$ cat config.mk
export PLATFORM = sky130hd
export DESIGN_NAME = if_prefetch
export DESIGN_NICKNAME = d
export VERILOG_FILES = /design/src/rtl/if_prefetch_pkg.sv /design/src/rtl/if_prefetch_queue.sv /design/src/rtl/if_prefetch.sv
export SDC_FILE = /design/constraint.sdc
export NUM_CORES = 1
export LEC_CHECK = 0
export BUFFER_PORTS_ARGS = -buffer_cell sky130_fd_sc_hd__buf_2
export CORE_MARGIN = 2
export CORE_UTILIZATION = 40
export CTS_CLUSTER_SIZE = 24
export DETAILED_ROUTE_END_ITERATION = 12
export PLACE_DENSITY = 0.57
export REMOVE_ABC_BUFFERS = 1
export SLEW_MARGIN = 20
export SYNTH_ARGS = -nofsm -noshare
export SYNTH_HDL_FRONTEND = slang
export SYNTH_SLANG_ARGS = --single-unit
$ cat constraint.sdc
create_clock -name clk -period 4.9 [get_ports clk]
set_clock_uncertainty 0.05 [all_clocks]
set_input_delay 0.245 -clock clk [delete_from_list [all_inputs] [get_ports clk]]
set_output_delay 0.245 -clock clk [all_outputs]
set_load 0.01 [all_outputs]
$ cat src/rtl/if_prefetch_pkg.sv
// Shared types and constants for the instruction prefetch unit.
package if_prefetch_pkg;

  // Fetch FSM encodings, visible on the top-level debug port
  typedef enum logic [1:0] {
    IF_IDLE  = 2'd0,
    IF_FETCH = 2'd1,
    IF_DRAIN = 2'd2
  } if_state_t;

  localparam logic        ENABLE    = 1'b1;
  localparam logic [31:0] ZERO_WORD = 32'h0000_0000;
  localparam int          INST_W    = 32;

endpackage

$ cat src/rtl/if_prefetch_queue.sv
// Synchronous FIFO holding {pc, inst} entries for the prefetch unit.
// Head data comes straight from storage, so it is registered.
module if_prefetch_queue #(
  parameter int WIDTH = 64,
  parameter int DEPTH = 4
) (
  input  logic                           clk,
  input  logic                           rst,
  input  logic                           flush,
  input  logic                           push,
  input  logic [WIDTH-1:0]               wdata,
  input  logic                           pop,
  output logic [WIDTH-1:0]               rdata,
  output logic                           full,
  output logic                           empty,
  output logic [$clog2(DEPTH+1)-1:0]     count
);

  localparam int PTR_W = $clog2(DEPTH);
  localparam int CNT_W = $clog2(DEPTH + 1);

  logic [WIDTH-1:0] mem [DEPTH];
  logic [PTR_W-1:0] rd_ptr;
  logic [PTR_W-1:0] wr_ptr;
  logic [CNT_W-1:0] cnt;
  logic             do_push;
  logic             do_pop;

  assign full    = (cnt == CNT_W'(DEPTH));
  assign empty   = (cnt == '0);
  assign count   = cnt;
  assign rdata   = mem[rd_ptr];
  assign do_pop  = pop && !empty;
  assign do_push = push && (!full || do_pop);

  // Storage, pointers and occupancy; flush discards contents but keeps storage
  always_ff @(posedge clk) begin
    if (rst) begin
      rd_ptr <= '0;
      wr_ptr <= '0;
      cnt    <= '0;
      for (int i = 0; i < DEPTH; i++) mem[i] <= '0;
    end else if (flush) begin
      rd_ptr <= '0;
      wr_ptr <= '0;
      cnt    <= '0;
    end else begin
      if (do_push) begin
        mem[wr_ptr] <= wdata;
        wr_ptr      <= wr_ptr + PTR_W'(1);
      end
      if (do_pop) rd_ptr <= rd_ptr + PTR_W'(1);
      cnt <= cnt + CNT_W'(do_push) - CNT_W'(do_pop);
    end
  end

endmodule

$ cat src/rtl/if_prefetch.sv
// Instruction fetch unit with prefetch queue. Issues pipelined memory beats,
// assembles them little-endian into 32-bit words and queues {pc, inst}.
// Handshakes: a memory beat transfers when mem_req_o & mem_gnt_i; once raised,
// mem_req_o/mem_addr_o stay put until granted (only branch/rst withdraw it).
// An instruction transfers to if_id when inst_valid_o & inst_ready_i.
module if_prefetch
  import if_prefetch_pkg::*;
#(
  parameter int                ADDR_W      = 32,
  parameter int                MEM_BYTES   = 1,
  parameter int                QUEUE_DEPTH = 4,
  parameter int                MAX_OUT     = 2,
  parameter logic [ADDR_W-1:0] PC_RESET    = '0
) (
  input  logic                   clk,
  input  logic                   rst,
  input  logic                   branch_i,
  input  logic [ADDR_W-1:0]      branch_addr_i,
  input  logic                   stall_i,
  output logic                   mem_req_o,
  output logic [ADDR_W-1:0]      mem_addr_o,
  input  logic                   mem_gnt_i,
  input  logic                   mem_rvalid_i,
  input  logic [8*MEM_BYTES-1:0] mem_rdata_i,
  output logic                   inst_valid_o,
  output logic [31:0]            inst_o,
  output logic [ADDR_W-1:0]      pc_o,
  input  logic                   inst_ready_i,
  output logic [1:0]             dbg_state
);

  localparam int BEATS   = 4 / MEM_BYTES;
  localparam int BEAT_W  = 8 * MEM_BYTES;
  localparam int OUT_W   = $clog2(MAX_OUT + 1);
  localparam int CNT_W   = $clog2(QUEUE_DEPTH + 1);
  localparam int ENTRY_W = ADDR_W + INST_W;

  if_state_t         state;
  if_state_t         state_next;
  logic [ADDR_W-1:0] fetch_pc;
  logic [ADDR_W-1:0] asm_pc;
  logic [OUT_W-1:0]  out_cnt;
  logic [OUT_W-1:0]  drop_cnt;
  logic [OUT_W-1:0]  drop_next;
  logic [1:0]        rx_beat;
  logic [1:0]        tx_beat;
  logic [31:0]       asm_buf;
  logic [31:0]       asm_word;
  logic [CNT_W-1:0]  asm_insts;
  logic              req_hold;

  logic              fire;
  logic              accept;
  logic              last_beat;
  logic              push;
  logic              pop;
  logic              slot_ok;
  logic              issue_ok;

  logic [ENTRY_W-1:0] q_rdata;
  logic               q_full;
  logic               q_empty;
  logic [CNT_W-1:0]   q_count;

  assign fire      = mem_req_o && mem_gnt_i;
  assign accept    = mem_rvalid_i && (drop_cnt == '0) && !branch_i;
  assign last_beat = (rx_beat == 2'(BEATS - 1));
  assign push      = accept && last_beat;
  assign pop       = inst_valid_o && inst_ready_i && !branch_i;

  // Beats of an already-started instruction never need a new slot; only the
  // first beat of an instruction reserves one, otherwise a full queue could
  // strand a half-fetched instruction.
  assign slot_ok  = (tx_beat != 2'd0) ||
                    ((CNT_W+1)'(q_count) + (CNT_W+1)'(asm_insts) < (CNT_W+1)'(QUEUE_DEPTH));
  assign issue_ok = !stall_i && (out_cnt < OUT_W'(MAX_OUT)) && slot_ok;

  assign mem_req_o    = (state != IF_IDLE) && (req_hold || issue_ok);
  assign mem_addr_o   = mem_req_o ? fetch_pc : '0;
  assign inst_valid_o = !q_empty;
  assign inst_o       = q_rdata[INST_W-1:0];
  assign pc_o         = q_rdata[ENTRY_W-1:INST_W];
  assign dbg_state    = state;

  // Merge the arriving beat into the partial word at its byte lane
  always_comb begin
    asm_word = asm_buf;
    for (int b = 0; b < BEATS; b++) begin
      if (rx_beat == 2'(b)) asm_word[BEAT_W*b +: BEAT_W] = mem_rdata_i;
    end
  end

  // Stale-response counter: a branch marks everything still in flight as stale
  always_comb begin
    drop_next = drop_cnt;
    if (branch_i) drop_next = out_cnt + OUT_W'(fire) - OUT_W'(mem_rvalid_i);
    else if (mem_rvalid_i && (drop_cnt != '0)) drop_next = drop_cnt - OUT_W'(1);
  end

  // Next-state logic for the fetch FSM
  always_comb begin
    state_next = state;
    case (state)
      IF_IDLE:  state_next = IF_FETCH;
      IF_FETCH: if (branch_i && ((out_cnt - OUT_W'(mem_rvalid_i)) != '0)) state_next = IF_DRAIN;
      IF_DRAIN: if (drop_next == '0) state_next = IF_FETCH;
      default:  state_next = IF_IDLE;
    endcase
  end

  // FSM state register
  always_ff @(posedge clk) begin
    if (rst == ENABLE) state <= IF_IDLE;
    else               state <= state_next;
  end

  // Fetch pointer, outstanding/drop counters and the beat assembler
  always_ff @(posedge clk) begin
    if (rst == ENABLE) begin
      fetch_pc  <= PC_RESET;
      asm_pc    <= PC_RESET;
      out_cnt   <= '0;
      drop_cnt  <= '0;
      rx_beat   <= 2'd0;
      tx_beat   <= 2'd0;
      asm_buf   <= ZERO_WORD;
      asm_insts <= '0;
      req_hold  <= 1'b0;
    end else begin
      out_cnt  <= out_cnt + OUT_W'(fire) - OUT_W'(mem_rvalid_i);
      drop_cnt <= drop_next;
      if (branch_i) begin
        fetch_pc  <= branch_addr_i;
        asm_pc    <= branch_addr_i;
        rx_beat   <= 2'd0;
        tx_beat   <= 2'd0;
        asm_buf   <= ZERO_WORD;
        asm_insts <= '0;
        req_hold  <= 1'b0;
      end else begin
        req_hold  <= mem_req_o && !mem_gnt_i;
        asm_insts <= asm_insts + CNT_W'(fire && (tx_beat == 2'd0)) - CNT_W'(push);
        if (fire) begin
          fetch_pc <= fetch_pc + ADDR_W'(MEM_BYTES);
          tx_beat  <= (tx_beat == 2'(BEATS - 1)) ? 2'd0 : tx_beat + 2'd1;
        end
        if (accept) begin
          if (last_beat) begin
            rx_beat <= 2'd0;
            asm_pc  <= asm_pc + ADDR_W'(4);
            asm_buf <= ZERO_WORD;
          end else begin
            rx_beat <= rx_beat + 2'd1;
            asm_buf <= asm_word;
          end
        end
      end
    end
  end

  if_prefetch_queue #(
    .WIDTH (ENTRY_W),
    .DEPTH (QUEUE_DEPTH)
  ) u_queue (
    .clk   (clk),
    .rst   (rst),
    .flush (branch_i),
    .push  (push && (!q_full || pop)),
    .wdata ({asm_pc, asm_word}),
    .pop   (pop),
    .rdata (q_rdata),
    .full  (q_full),
    .empty (q_empty),
    .count (q_count)
  );

endmodule
# Yosys cells after proc, flatten, opt, wreduce, memory -nomap -nowiden
# Memories as Yosys holds them, arrays and structs flattened. A register that Yosys moved wholly into a read port is not among the register bits.
# Index checks and enable logic that the tools add are counted.
totals:
  out_inout_bits: 100
  latchBits: 0
  n_memories: 1
  register_bits: 117
  ramBits: 256
  romBits: 0
classes:
  div_mod_pow: 0
  addsub: 15
  reduce_logical: 42
  mux: 29
  n_mul: 0
  n_bitwise: 0
  n_eq_ne: 9
  magnitude_cmp: 2
  shifts: 0
memory_table:
  columns: ["name", "words", "width", "rd", "rd_clocked_by_memory_dff", "write_ports", "line_no", "source"]
  rows:
  - ["u_queue.mem", 4, 64, 1, 1, 4, "if_prefetch_queue.sv:22", "logic [WIDTH-1:0] mem [DEPTH];"]
ops:
  columns: ["operator", "count"]
  rows:
  - ["32-bit two-way mux", 7]
  - ["64-bit two-way mux", 1]
  - ["64-bit OR reduction", 1]
  - ["32-bit by 1-bit adder with 32-bit output (second input constant)", 1]
  - ["32-bit by 3-bit adder with 32-bit output (second input constant)", 1]
  - ["8-bit two-way mux", 4]
  - ["2-bit two-way mux", 9]
  - ["1-bit logical AND", 16]
  - ["2-bit nonzero test", 7]
  - ["2-bit zero test", 5]
  - ["2-bit by 1-bit adder with 2-bit output (second input constant)", 4]
  - ["2-bit == test (second input constant)", 4]
  - ["1-bit two-way mux", 7]
  - ["3-bit by 1-bit adder with 3-bit output", 2]
  - ["2-bit one-hot mux with 3 select lines", 1]
  - ["3-bit by 1-bit subtractor with 3-bit output", 2]
  - ["1-bit zero test", 5]
  - ["3-bit by 3-bit adder with 4-bit output", 1]
  - ["2-bit by 1-bit == test with 1-bit output (second input constant)", 2]
  - ["1-bit logical OR", 4]
  - ["4-bit by 3-bit < comparator with 1-bit output (second input constant)", 1]
  - ["2-bit inequality test (second input constant)", 2]
  - ["2-bit AND reduction", 2]
  - ["2-bit by 1-bit subtractor with 2-bit output", 2]
  - ["other kinds (6)", 6]

# Depth between registers and ports, before layout
# Gate-level depths: netlist of the first run.
depth:
  word_depth: 13
  ltp_mapped: 14

# Cells and area by module
# A second synthesis of the first run with hierarchy kept.
hier_totals:
  hier_cells: 1433
  hier_area_um2: 17734.5
modules_own_cells:
  columns: ["module", "cells_each", "instances", "area_each_um2", "seq_area_each_um2"]
  rows:
  - ["if_prefetch_queue", 675, 1, 11426.0, 7867.5]
  - ["if_prefetch", 758, 1, 6308.6, 2202.1]

# Worst setup path before layout of the first run
# Ideal clock, no wire load.
synth_timing:
  kind: "register to register"
  startpoint: "reg drop_cnt[0]"
  endpoint: "mem u_queue.mem[1][0], enable pin"
  arrival_time_ns: 4.226
  period_less_slack_ns: 4.775
  path_stages_with_launch: 9
  path_slack_ns: 0.125
  path_buffers: 2
  cell_sequence: "dfxtp_1 > inv_1 > ha_1 > and3b_1 > buf_2 > and3_1 > buf_4 > nand2_1 > o21bai_1"
synth_rtl:
  columns: ["element", "line_no", "source"]
  rows:
  - ["start: declaration", "if_prefetch.sv:43", "logic [OUT_W-1:0] drop_cnt;"]
  - ["start signal: assignment", "if_prefetch.sv:131", "drop_cnt <= drop_next;"]
  - ["end: declaration", "if_prefetch_queue.sv:22", null]

# Final worst setup path of the first run
layout_timing:
  startpoint: "reg state[1] (netlist: dbg_state[1])"
  endpoint: "reg state[0] (netlist: dbg_state[0])"
layout_between:
  elab_chain_cells: 9
layout_rtl:
  columns: ["element", "line_no", "source"]
  rows:
  - ["start: declaration", "if_prefetch.sv:38", "if_state_t state;"]
  - ["start signal: assignment", "if_prefetch.sv:114", "else state <= state_next;"]
  - ["2-bit nonzero test", "if_prefetch.sv:78", "assign mem_req_o = (state != IF_IDLE) && (req_hold || issue_ok);"]
  - ["1-bit logical AND", "if_prefetch.sv:78", null]
  - ["1-bit logical AND", "if_prefetch.sv:65", "assign fire = mem_req_o && mem_gnt_i;"]
  - ["2-bit by 1-bit adder with 2-bit output", "if_prefetch.sv:96", "if (branch_i) drop_next = out_cnt + OUT_W'(fire) - OUT_W'(mem_rvalid_i);"]
  - ["2-bit by 1-bit subtractor with 2-bit output", "if_prefetch.sv:96", null]
  - ["2-bit two-way mux", "if_prefetch.sv:96", null]
  - ["2-bit zero test", "if_prefetch.sv:106", "IF_DRAIN: if (drop_next == '0) state_next = IF_FETCH;"]
  - ["2-bit inequality test (no line)", null, null]
  - ["2-bit AND reduction (no line)", null, null]
# Parallel ways exist; a longest one is shown, timed or not.
# A chain may end at the register's enable or synchronous reset.

==> flow_summary_export.csv, run 1 <==
group,metric,value,unit
outcome,status,"finished clean",
critical_path,required,5330,ps
floorplan,fp-row-count,75,
critical_path,crit_path_end_kind,"register",
timing,setup_viol,0,
critical_path,path_class,"reg2reg",
timing,period_needed,3420,ps
logic_synthesis,synthFlopType,"edfxtp_1",
detailed_routing,dr.pass1.iters,5,
timing,max_freq,292,MHz
final_layout,n_antenna_cell,0,
logic_synthesis,synthDistinctLibCells,70,
detailed_routing,final_antenna_net_count,0,
power,p_per_area,353,nW/um^2
clock_network,insertion_delay,550,ps
place,finalWeightedCongestion,0.806,
logic_synthesis,ys_top_cells_by_area,"edfxtp_1, dfxtp_1, mux4_2, and2_1, nor2_1",
critical_path,ff2ff_path_depth,12,
clock_network,clock-sinks,375,
critical_path,critPathTopFamily,"compound AO/OA/AOI/OAI gates",
worst_hold_path,worstHoldStart,"branch_addr_i[19]",
final_layout,multi_input_area,6580,um^2
power,leakage,7.38,nW
power,pwr-share-seq,51.4,%
timing,grt_setup_unrepaired,"no",
logic_synthesis,seq_area_frac_synth,58.5,%
clock_network,cts_resized,0,
floorplan,fp.coreArea,42200,um^2
critical_path,timing.rr.start,"dbg_state[1]",
global_route,grt_pass1_wl,67300,um
clock_network,h-tree-depth,2,
logic_synthesis,syn_inst,1368,
detailed_routing,routedWlPerCell,21.2,um
detailed_routing,remaining_drc_errors,0,
timing,whs,45.8,ps
logic_synthesis,synthDominantCellAreaShare,44.7,%
run,drv_cap,0,
logic_synthesis,synth-seq-cells,375,
critical_path,cp_max_fo,19,
global_route,grt_max_degree,67,
final_layout,area_growth,14.9,%
final_layout,fill_cells,3819,
worst_hold_path,holdCritPathClass,"in2reg",
global_route,grt_pass1_vias,11300,
clock_network,clkSlewWorstSetupHoldPaths,60,ps
detailed_routing,drt_iter0_drc,824,
logic_synthesis,yosys_warnings,0,
power,p_sw_share,23.6,%
place,placed_area,18400,um^2
timing,fin_ws,1480,ps
clock_network,cts_buffer_depth,3,
timing,worst_pin_slew,1080,ps
critical_path,crit_slowest_cell,"o41a_1",
logic_synthesis,postSynthAreaPerCell,12.6,um^2
global_route,grt_usage,19.8,%
place,port_buffers,146,
clock_network,cts_buffers,41,
floorplan,die_w,211,um
critical_path,rr_endpoint,"dbg_state[0]",
critical_path,crit_buf_inv,2,
critical_path,rrSetupSlack,1480,ps
timing,fin_crit_sh,69.8,%
logic_synthesis,synthArstFlopShare,0,%
floorplan,initial_core_util,40.8,%
power,pwr-share-clk,42.2,%
clock_network,root_buffer,"clkbuf_16",
detailed_routing,routed-via-count,11200,
final_layout,finalNetCount,1554,
critical_path,crit_chain,"o211ai_1, o41a_1, nand2_2, inv_2, ha_1, inv_1, ha_1, xor2_1, xnor2_1, a21oi_1, o32a_1, nor2_1",
global_route,grt-ovfl-total,0,
critical_path,arrival,3850,ps
place,dpl.hpwl,27900,um
worst_hold_path,hold_depth,4,
power,peakVddDrop,249,uV
logic_synthesis,synth-edff-count,256,
power,intPower,5.33,mW
detailed_routing,vias_per_cell,5.42,
final_layout,final_area,19800,um^2
final_layout,drive_gt1_share,21.1,%
floorplan,die_h,211,um
timing,hold_viol,0,
clock_network,cts_tree,"done",
power,p_switching,1.65,mW
logic_synthesis,netlist_area,17200,um^2
floorplan,boundaryPins,147,
final_layout,final-seq-area,10100,um^2
critical_path,path_common_cell,"ha_1",
logic_synthesis,yosys.area.top_type,"edfxtp_1",
critical_path,critical-path-max-stage-delay,920,ps
critical_path,start_kind,"register",
worst_hold_path,hold_end,"fetch_pc[19]",
floorplan,dieArea,44700,um^2
timing,max_slew_margin,28.1,%
global_route,antenna_found_initial,1,
power,p_comb_share,6.5,%
timing,final-max-slew-violation-count,0,
detailed_routing,wl,43700,um
place,dp_slack,1520,ps
## synth_stat cells (3+ instances only)
library cell / n
nor4_1: 3
xor2_1: 31
a21boi_1: 18
dfxtp_1: 119
ha_1: 17
nand2b_1: 3
o21ai_1: 3
a21boi_0: 30
nand2_1: 33
edfxtp_1: 256
nand3b_1: 3
nor3b_1: 6
o31a_1: 12
nand4_1: 19
a2111oi_2: 6
o21ai_0: 4
and4_1: 11
nor2_1: 176
buf_1: 5
and3_1: 55
mux2i_1: 35
a211oi_1: 3
a211oi_2: 4
or3_1: 4
nor3_1: 7
a22oi_1: 24
and2_1: 137
inv_1: 43
a21oi_1: 41
buf_2: 39
clkbuf_1: 51
nand3_1: 20
nor2b_1: 11
xnor2_1: 29
mux4_2: 64
o21a_1: 4
## power by group through the flow
| stage | Combinational, mW | Clock [mW] | Sequential (mW) |
|---|---|---|---|
| 2_1_floorplan | 0.267 | 0 | 3.62 |
| 3_5_place_dp | 0.452 | 0 | 3.65 |
| 6_report | 0.452 | 2.94 | 3.59 |
| 3_3_place_gp | 0.448 | 0 | 3.65 |
| 4_1_cts | 0.458 | 3.00 | 3.58 |
| 5_1_grt | 0.495 | 3.11 | 3.60 |
## worst register-to-register path, stage by stage, from the launching register on
cell and delay (ps):
dfxtp_1 370, o211ai_1 270, o41a_1 920, nand2_2 220, inv_2 170, ha_1 240
inv_1 50, ha_1 150, xor2_1 170, xnor2_1 160, a21oi_1 130, o32a_1 370
nor2_1 80
## per-layer routing
metal | vias up | part of all wire, % | track usage (%)
li1 | 5213 | - | -
met1 | 5618 | 47 | 28.6
met2 | 286 | 46 | 31.0
met3 | 56 | 5.1 | 3.25
met4 | 0 | 1.9 | 5.05
met5 | - | 0 | 0
## logic make-up after synthesis
family / after synthesis / share of synthesized area [%]
compound gates: 169 / 7.46
xor+xnor: 60 / 3.05
fa+ha+maj: 19 / 1.47
buf+inv: 142 / 3.45
flops: 375 / 58.5
mux: 99 / 10.4
simple gates: 504 / 15.7
## area by class of cell
type / instances / area share, %
flip-flops and latches: 375 / 51.0
multi-input cells: 851 / 33.3
clock buffers: 45 / 5.32
repair buffers: 174 / 5.02
well taps: 539 / 3.41
clock inverters: 31 / 1.17
inverters: 45 / 0.854
## stage by stage
stage               cells  total power [mW]  TNS [ps]  util, %
detailed placement   1978              4.10         0     43.6
floorplan            1271              3.89    -33520        -
CTS                  2060              7.04         0     46.8
finish               2060              6.98         0     46.8
global route         2060              7.21         0     46.8
global placement     1978              4.10         0     43.6
## how the worst max path moves through the flow
stage	endpoint	slack, ps	cells after the start	start
4_1_cts	dbg_state[0]	1480	12	dbg_state[1]
5_1_grt	dbg_state[0]	1210	13	tx_beat[0]
2_1_floorplan	u_queue.mem[2][0]	-370	5	rx_beat[0]
3_5_place_dp	dbg_state[0]	1520	12	dbg_state[1]
6_report	dbg_state[0]	1480	12	dbg_state[1]
3_3_place_gp	dbg_state[0]	1590	12	dbg_state[1]
## registers in the layout (all words and copies together) (netlist names), named ones only
signal / flops
u_queue.rd_ptr: 2
out_cnt: 2
req_hold: 1
dbg_state: 2
u_queue.count: 3
asm_buf: 32
u_queue.wr_ptr: 2
asm_insts: 3
drop_cnt: 2
rx_beat: 2
asm_pc: 32
fetch_pc: 32
tx_beat: 2
u_queue.mem: 256
## cells in the final DEF, fill, tap and decap left out, types with 24 or more instances in the layout
master	count
a22oi_1	24
and2_1	137
nor2_1	175
nand2_1	33
clkbuf_16	41
inv_1	43
a21oi_1	41
a21boi_0	30
mux4_2	64
buf_2	146
dfxtp_1	117
xnor2_1	29
and3_1	55
edfxtp_1	256
xor2_1	31
mux2i_1	35
## timing repair
action,CTS,global route
buffers inserted,0,0
hold endpoints to repair,7,0
endpoints found under the setup margin,0,0
hold buffers,6,0
Note: power is estimated with default switching activity, not from simulation.
==> run 2: changes to the inputs <==
ABC_AREA = 1   (was default)
PLACE_DENSITY = 0.55   (was 0.57)
clock period = 3.51 ns   (was 4.9 ns; I/O delays follow)
==> flow_summary_export.csv, run 2 <==
group,metric,value,unit
timing,max_slew_margin,37.0,%
clock_network,insertion_delay,560,ps
clock_network,cts_tree,"done",
detailed_routing,wl,52000,um
critical_path,path_class,"reg2out",
timing,setup_viol,0,
critical_path,crit_slowest_cell,"clkinv_2",
place,finalWeightedCongestion,0.874,
global_route,grt_pass1_wl,82100,um
global_route,grt_usage,22.6,%
power,p_comb_share,7.8,%
critical_path,required,3280,ps
logic_synthesis,synthArstFlopShare,0,%
critical_path,critPathTopFamily,"buffers and inverters",
place,dp_slack,676,ps
logic_synthesis,yosys.area.top_type,"edfxtp_1",
floorplan,fp.coreArea,44000,um^2
detailed_routing,vias_per_cell,5.23,
detailed_routing,routed-via-count,15000,
final_layout,drive_gt1_share,12.6,%
place,dpl.hpwl,32700,um
place,placedCellCount,2748,
timing,final-max-slew-violation-count,0,
logic_synthesis,synthFlopType,"edfxtp_1",
critical_path,arrival,3000,ps
power,peakVddDrop,370,uV
run,drv_cap,0,
detailed_routing,remaining_drc_errors,0,
final_layout,top_register,"u_queue.mem",
power,p_switching,2.41,mW
detailed_routing,routedWlPerCell,18.2,um
floorplan,dieArea,46200,um^2
logic_synthesis,synth-seq-cells,375,
logic_synthesis,synth_commonest_cells,"nor2_1, nand2_1, edfxtp_1",
floorplan,fp-row-count,77,
clock_network,root_buffer,"clkbuf_16",
floorplan,die_h,215,um
global_route,antenna_found_initial,3,
clock_network,clock-sinks,375,
timing,worst_pin_slew,945,ps
logic_synthesis,yosys_warnings,0,
logic_synthesis,synthDominantCellAreaShare,43.2,%
detailed_routing,dr.pass1.iters,5,
power,intPower,7.62,mW
place,placed_area,19200,um^2
logic_synthesis,seq_area_frac_synth,56.6,%
critical_path,critical-path-max-stage-delay,770,ps
final_layout,fill_cells,4298,
critical_path,start_kind,"register",
logic_synthesis,synthDistinctLibCells,32,
final_layout,finalNetCount,2301,
power,pwr-share-seq,49.7,%
timing,hold_viol,0,
power,p_total,10.0,mW
worst_hold_path,holdCritPathClass,"in2reg",
critical_path,crit_path_end_kind,"output pin",
detailed_routing,drt-met1-wl,23500,um
final_layout,final_area,20800,um^2
timing,grt_setup_unrepaired,"no",
global_route,grt-ovfl-total,0,
power,pwr-share-clk,42.5,%
logic_synthesis,postSynthAreaPerCell,8.49,um^2
timing,final.setup.tns,0,ps
power,p_sw_share,24.0,%
detailed_routing,routed-wl-met3,3210,um
clock_network,clkSlewWorstSetupHoldPaths,70,ps
floorplan,initial_core_util,40.4,%
logic_synthesis,yosysMostFrequentCell,"nor2_1",
final_layout,layout.cells.non_filler,2860,
logic_synthesis,ys_top_cells_by_area,"edfxtp_1, dfxtp_1, nor2_1, nand2_1, o21ai_0",
critical_path,crit_buf_inv,3,
clock_network,cts_resized,0,
global_route,grt_max_degree,122,
detailed_routing,drt_iter0_drc,1045,
outcome,status,"finished clean",
logic_synthesis,syn_inst,2096,
timing,fin_ws,287,ps
logic_synthesis,synth-edff-count,256,
critical_path,crit_chain,"clkinv_2, buf_12, o21ai_0, o22ai_1, buf_2",
power,p_per_area,481,nW/um^2
clock_network,h-tree-depth,2,
timing,max_freq,310,MHz
final_layout,final_cell_mix,"nor2_1, nand2_1, edfxtp_1",
power,leakage,7.89,nW
final_layout,final_common_cell,"nor2_1",
floorplan,die_w,215,um
clock_network,cts_buffers,42,
place,port_buffers,146,
detailed_routing,highest_layer,"met5",
timing,period_needed,3220,ps
floorplan,boundaryPins,147,
global_route,grt_pass1_vias,14500,
critical_path,cp_max_fo,58,
logic_synthesis,netlist_area,17800,um^2
detailed_routing,route.met2.wl,23700,um
final_layout,largest_reg_flops,256,
detailed_routing,final_antenna_net_count,0,
final_layout,n_antenna_cell,0,
timing,fin_crit_sh,91.8,%
clock_network,cts_buffer_depth,3,
final_layout,area_growth,17.0,%
[run 2: worst register-to-register path, delay by kind of cell, from the launching register on]
family,cells,cell delay (ps)
and+or+nand+nor,3,690
buffers and inverters,5,1410
AOI/OAI and AO/OA,1,100
DFF,1,360
adders and majority gates,1,230
[run 2: power by group through the flow]
stage          registers [mW]  logic (mW)  clock network [mW]
4_1_cts                  4.98       0.791                4.35
3_5_place_dp             5.07       0.758                   0
3_3_place_gp             5.07       0.749                   0
5_1_grt                  5.00       0.884                4.51
2_1_floorplan            5.06       0.440                   0
6_report                 4.98       0.784                4.26
[run 2: repair_timing]
action                     4_1_cts  5_1_grt
hold buffers                    35        0
buffers inserted                 0        0
setup endpoints to repair        0        0
hold endpoints to repair        53        0
[run 2: final timing paths]
| check | slack, ps | start | depth (start not counted) | to |
|---|---|---|---|---|
| max | 290 | register | 5 | pc_o[17] |
| min | 30 | branch_addr_i[17] | 5 | fetch_pc[17] |
| max reg2reg | 560 | rx_beat[0] | 10 | asm_pc[4] |
| min reg2reg | 380 | asm_buf[29] | 2 | asm_buf[29] |
[run 2: area by class of cell]
type	count	area, um^2	share of cell area, %
inverter	150	564	2.71
clock buffer	67	1240	5.97
timing repair buffer	213	1420	6.82
clock inverter	10	72.6	0.348
sequential	375	10100	48.3
tap	592	741	3.55
multi-input combinational	1453	6720	32.3
[run 2: stage by stage]
step | utilization [%] | hold WS, ps
final | 47.3 | 34.2
after global routing | 47.3 | 63.5
after detailed placement | 43.5 | 319
after CTS | 47.3 | 4.09
after global placement | 43.5 | 333
after floorplan | - | 195
[run 2: cell families after synthesis]
kind of cell    count (synthesis)  synth area share, %
buf+inv                       268                 5.90
flops                         375                 56.6
fa+ha+maj                      19                 1.42
simple gates                 1032                 23.6
compound gates                379                 11.4
xor+xnor                       23                 1.13
[run 2: per-layer routing]
| layer | up-vias | track usage (%) |
|---|---|---|
| li1 | 7304 | - |
| met1 | 7083 | 31.3 |
| met2 | 477 | 36.1 |
| met3 | 93 | 3.44 |
| met4 | 4 | 8.11 |
| met5 | - | 0 |
